==> config.mk <==
export PLATFORM = sky130hd
export DESIGN_NAME = seq_divider
export DESIGN_NICKNAME = d
export VERILOG_FILES = /design/src/rtl/div_pkg.sv /design/src/rtl/div_trial_sub.sv /design/src/rtl/seq_divider.sv
export SDC_FILE = /design/constraint.sdc
export NUM_CORES = 1
export LEC_CHECK = 0
export CORE_MARGIN = 2
export CORE_UTILIZATION = 50
export DETAILED_ROUTE_END_ITERATION = 12
export PLACE_DENSITY = 0.75
export SLEW_MARGIN = 20
export SYNTH_ARGS = -nofsm -noshare
export SYNTH_HDL_FRONTEND = slang
export SYNTH_SLANG_ARGS = --single-unit
==> constraint.sdc <==
create_clock -name clk -period 2.3 [get_ports clk]
set_input_delay 0.69 -clock clk [delete_from_list [all_inputs] [get_ports clk]]
set_output_delay 0.69 -clock clk [all_outputs]
set_load 0.02 [all_outputs]
==> src/rtl/div_pkg.sv <==
// Shared types and constants for the sequential divider.
// Latency: n/a (package only).
// Backpressure: n/a (package only).
package div_pkg;

    typedef enum logic [1:0] {
        IDLE = 2'd0,
        RUN  = 2'd1,
        DONE = 2'd2
    } div_state_t;

    localparam int DIV_W_DEFAULT = 4;

    // Width of the iteration counter for a W-bit divide. The counter is kept
    // at least one bit wide so that W=1 still elaborates.
    function automatic int div_cnt_w(input int w);
        return (w > 1) ? $clog2(w) : 1;
    endfunction

endpackage

==> src/rtl/div_trial_sub.sv <==
// Trial subtractor for one restoring-division step: diff = a - b, done as a + ~b + 1.
// Latency: combinational, zero cycles.
// Backpressure: none; pure function of its inputs.
// Ports: a, b (N bits) in; diff (N bits) out; carry_out = 1 when a >= b (no borrow).
module div_trial_sub #(
    parameter int N = 5
) (
    input  logic [N-1:0] a,
    input  logic [N-1:0] b,
    output logic [N-1:0] diff,
    output logic         carry_out
);

    logic [N:0] sum;

    assign sum       = {1'b0, a} + {1'b0, ~b} + {{N{1'b0}}, 1'b1};
    assign diff      = sum[N-1:0];
    assign carry_out = sum[N];

endmodule

==> src/rtl/seq_divider.sv <==
// Unsigned restoring divider producing one quotient bit per clock from a shared W+1-bit subtractor.
// Latency: W cycles from accepted start to done; divide-by-zero completes on the accepting edge.
// Backpressure: start is only taken in IDLE/DONE; start while busy is ignored.
// Ports: clk, rst (async, active-high); start, dividend, divisor in;
//        busy, done (1-cycle pulse), quotient, remainder, div_by_zero out (all registered).
module seq_divider
    import div_pkg::*;
#(
    parameter int W = DIV_W_DEFAULT
) (
    input  logic         clk,
    input  logic         rst,
    input  logic         start,
    input  logic [W-1:0] dividend,
    input  logic [W-1:0] divisor,
    output logic         busy,
    output logic         done,
    output logic [W-1:0] quotient,
    output logic [W-1:0] remainder,
    output logic         div_by_zero
);

    localparam int CW = div_cnt_w(W);

    div_state_t     state;
    logic [CW-1:0]  cnt;
    logic [W-1:0]   dvd_sh;     // dividend bits still to be consumed, MSB first
    logic [W-1:0]   dvs_reg;
    logic [W-1:0]   q_work;
    logic [W:0]     p_reg;      // partial remainder

    logic [W:0]     p_shift;
    logic [W:0]     trial;
    logic           no_borrow;
    logic [W:0]     p_next;
    logic [W-1:0]   q_next;

    // Bring down the next dividend bit into the partial remainder.
    assign p_shift = (p_reg << 1) | {{W{1'b0}}, dvd_sh[W-1]};

    div_trial_sub #(
        .N (W + 1)
    ) u_trial_sub (
        .a         (p_shift),
        .b         ({1'b0, dvs_reg}),
        .diff      (trial),
        .carry_out (no_borrow)
    );

    // Restore on borrow: keep the shifted value and emit a 0 quotient bit.
    assign p_next = no_borrow ? trial : p_shift;
    assign q_next = (q_work << 1) | {{(W-1){1'b0}}, no_borrow};

    always_ff @(posedge clk or posedge rst) begin
        if (rst) begin
            state       <= IDLE;
            cnt         <= '0;
            dvd_sh      <= '0;
            dvs_reg     <= '0;
            q_work      <= '0;
            p_reg       <= '0;
            busy        <= 1'b0;
            done        <= 1'b0;
            quotient    <= '0;
            remainder   <= '0;
            div_by_zero <= 1'b0;
        end else begin
            case (state)
                IDLE, DONE: begin
                    done <= 1'b0;
                    if (start) begin
                        dvd_sh  <= dividend;
                        dvs_reg <= divisor;
                        p_reg   <= '0;
                        q_work  <= '0;
                        if (divisor == '0) begin
                            // No iterations needed: report saturated quotient immediately.
                            quotient    <= '1;
                            remainder   <= dividend;
                            div_by_zero <= 1'b1;
                            done        <= 1'b1;
                            state       <= DONE;
                        end else begin
                            div_by_zero <= 1'b0;
                            cnt         <= CW'(W - 1);
                            busy        <= 1'b1;
                            state       <= RUN;
                        end
                    end else begin
                        state <= IDLE;
                    end
                end
                RUN: begin
                    p_reg  <= p_next;
                    q_work <= q_next;
                    dvd_sh <= dvd_sh << 1;
                    if (cnt == '0) begin
                        // Final step: the partial remainder now fits in W bits.
                        quotient  <= q_next;
                        remainder <= p_next[W-1:0];
                        busy      <= 1'b0;
                        done      <= 1'b1;
                        state     <= DONE;
                    end else begin
                        cnt <= cnt - CW'(1);
                    end
                end
                default: begin
                    state <= IDLE;
                    busy  <= 1'b0;
                    done  <= 1'b0;
                end
            endcase
        end
    end

endmodule
==> results.py <==
metrics = {
    "status": {
        "status": "finished, final reports clean",
    },
    "timing": {
        "min_period_ns": 2.036,
        "final_max_slew_viol_count": 0,
        "max_slew.worst_pin.slew_ns": 0.4228,
        "hold_violations": 0,
        "period_share": 0.8853,
        "fin_setup_tns_ns": 0,
        "holdWs_ns": 0.4840,
        "max_freq_mhz": 491.1,
        "slew_headroom": 0.7156,
        "setup_violations": 0,
        "rsz0062_at_grt": "no",
        "fin_skew_ns": 0.01177,
    },
    "global_route": {
        "grt-ovfl-total": 0,
        "grt.total_usage": 0.2020,
        "grt_antenna_before_repair": 0,
        "grt_max_degree": 30,
        "grt_pass1_wl_um": 4816,
        "grt_pass1_vias": 1059,
    },
    "drt": {
        "drt-met1-wl_um": 1225,
        "drc": 0,
        "via_per_inst": 5.388,
        "ant_nets": 0,
        "dr_wl_met2_um": 1407,
        "highest_layer": "met4",
        "route.met3.wl_um": 117,
        "wl_um": 2789,
        "first_pass_iters": 4,
        "vias": 1056,
        "drt-initial-drc-count": 17,
        "wl_per_cell_um": 14.23,
    },
    "pwr": {
        "powerDensity_nw_per_um2": 1574,
        "ir_drop_mv": 0.9814,
        "leakage_nw": 0.8044,
    },
    "floorplanning": {
        "start_util": 0.5392,
        "coreArea_um2": 2522,
        "fp.dieH_um": 56.16,
        "rows": 18,
        "die_width_um": 56.16,
        "die_area_um2": 3153,
        "ios": 22,
    },
    "synth": {
        "syn_avg_cell_area_um2": 10.07,
        "yosysWarnings": 0,
        "synthDistinctLibCells": 32,
        "synth_edf_count": 0,
        "synthCells": 135,
        "syn_area_um2": 1360,
        "synth-seq-cells": 29,
        "syn_nets": 152,
        "synth.top_cell.area_share": 0.5336,
        "synthFlopType": "dfrtp_1",
        "seq_area_frac_synth": 0.5336,
        "yosysTopAreaCell": "dfrtp_1",
        "async_flop_share": 1.000,
        "yosys-top-cells-area": "dfrtp_1, nand2_1, ha_1, o22a_1, o21ai_0",
    },
    "cells_and_area": {
        "num_antenna_cells": 0,
        "layout-drive-gt1-share": 0.1084,
        "design_area_um2": 1714,
        "seq_area_um2": 725.7,
        "syn2layout_area_growth_pct": 26.03,
        "multiInputGateArea_um2": 573.1,
        "layout.nets": 182,
        "fillers": 211,
    },
    "run": {
        "drv_cap": 0,
    },
    "worst_setup_path": {
        "startpoint_type": "register",
        "crit_type": "reg -> reg",
        "crit_arrival_ns": 2.28,
        "crit_fanout": 5,
        "crit_required_ns": 2.55,
        "cp-end-kind": "register",
    },
    "clock_network": {
        "hold_buffers": 0,
        "cts_max_level": 2,
        "root_buffer": "clkbuf_4",
        "clk_pin_slew_worst_paths_ns": 0.10,
        "cts_setup_buffers": 0,
        "cts_made_buffers": 5,
        "clk_latency_ns": 0.32,
        "cts_sinks": 29,
        "ctsResizeCount": 0,
        "cts_tree": "done",
        "clock_path_buffers": 2,
    },
    "place": {
        "place.gp.congestion": 0.7947,
        "placed_area_um2": 1629,
        "io_buffer_count": 21,
        "dp_hpwl_um": 1973,
    },
    "min_path": {
        "min_path_type": "reg -> reg",
    },
}
-- final cells by class --
class,instances,share of cell area
Clock inverter,1,0.01752
Timing Repair Buffer,28,0.1533
Clock buffer,7,0.03212
Inverter,8,0.01752
Sequential cell,29,0.4234
Multi-Input combinational cell,93,0.3343
Tap cell,30,0.02190
-- synthesized netlist by cell type (2+ instances only) --
cell type and number:
mux2i_1 2, a21o_1 3, ha_1 5, nand2_1 35, a31oi_1 2, a22oi_1 2
nand2b_1 3, clkbuf_1 2, a21oi_1 4, inv_1 8, o22a_1 6, nor2_1 7
dfrtp_1 29, o21ai_0 7, nor2b_1 2, nor3_1 2
-- final timing paths --
check | start | endpoint | slack, ns | cells past startpoint
min in group asynchronous | rst | div_by_zero | 0.73 | 3
hold / removal | cnt[0] | cnt[0] | 0.48 | 1
setup reg to reg | p_reg[0] | remainder[1] | 0.26 | 6
setup / recovery | p_reg[0] | remainder[1] | 0.26 | 6
hold reg to reg | cnt[0] | cnt[0] | 0.48 | 1
max in group asynchronous | rst | busy | 1.30 | 3
-- layout by cell type, fill, tap and decap left out --
cell type and instances:
dfrtp_1 29, bufinv_16 1, nor2b_1 2, nand2_1 35, o21ai_0 7, nor4_2 1
a21o_1 3, o21a_1 1, clkbuf_8 1, clkdlybuf4s50_1 21, a22o_1 1, nand2b_1 3
nor2_1 7, ha_1 5, mux2i_1 2, inv_1 8, a22oi_1 2, and2b_2 1
nor3_4 1, buf_4 7, clkbuf_4 5, xor2_1 1, a21oi_1 4, fa_1 1
nor4_1 1, clkbuf_1 1, o22a_1 6, nor3_1 2, mux2_2 1, o31a_1 1
o22ai_1 1, a221o_1 1, a31oi_1 2, nor4b_1 1
-- stage by stage --
stage               power [mW]  utilization  worst slack (ns)  cells
finish                   2.699       0.6796            0.2639    196
global route             2.919       0.6796            0.1372    196
CTS                      2.719       0.6796            0.2612    196
detailed placement       2.274       0.6458          0.006744    188
global placement         2.217       0.6458           0.05892    188
floorplan                1.845            -            0.4384    135
-- report_power, final --
group	leakage, nW	total, mW	internal, mW	switching (mW)
combinational	0.409	1.37	0.637	0.730
clock	0.0455	0.436	0.260	0.177
sequential	0.349	0.895	0.749	0.146
-- cell families (layout without fill, tap and decap cells) --
logic type,count (synthesis),in the layout,share of synthesized area
buffers and inverters,13,44,0.04508
XOR/XNOR,1,1,0.006441
adder cells (fa/ha/maj),6,6,0.06072
flip-flops,29,29,0.5336
AO/OA/AOI/OAI,29,29,0.1463
multiplexers,3,3,0.02300
AND/OR/NAND/NOR,54,54,0.1849
-- worst max-delay path, stage by stage, from the launching register on --
cell     delay (ns)
dfrtp_1        0.44
ha_1           0.28
nor2b_1        0.14
o31a_1         0.29
nor3_4         0.26
mux2_2         0.40
a31oi_1        0.16
-- per-layer routing --
| metal | up-vias | GRT usage |
|---|---|---|
| li1 | 519 | - |
| met5 | - | 0 |
| met2 | 22 | 0.3160 |
| met4 | 0 | 0.08844 |
| met3 | 5 | 0.06047 |
| met1 | 510 | 0.2591 |
Power figures use the tool's default switching activity.
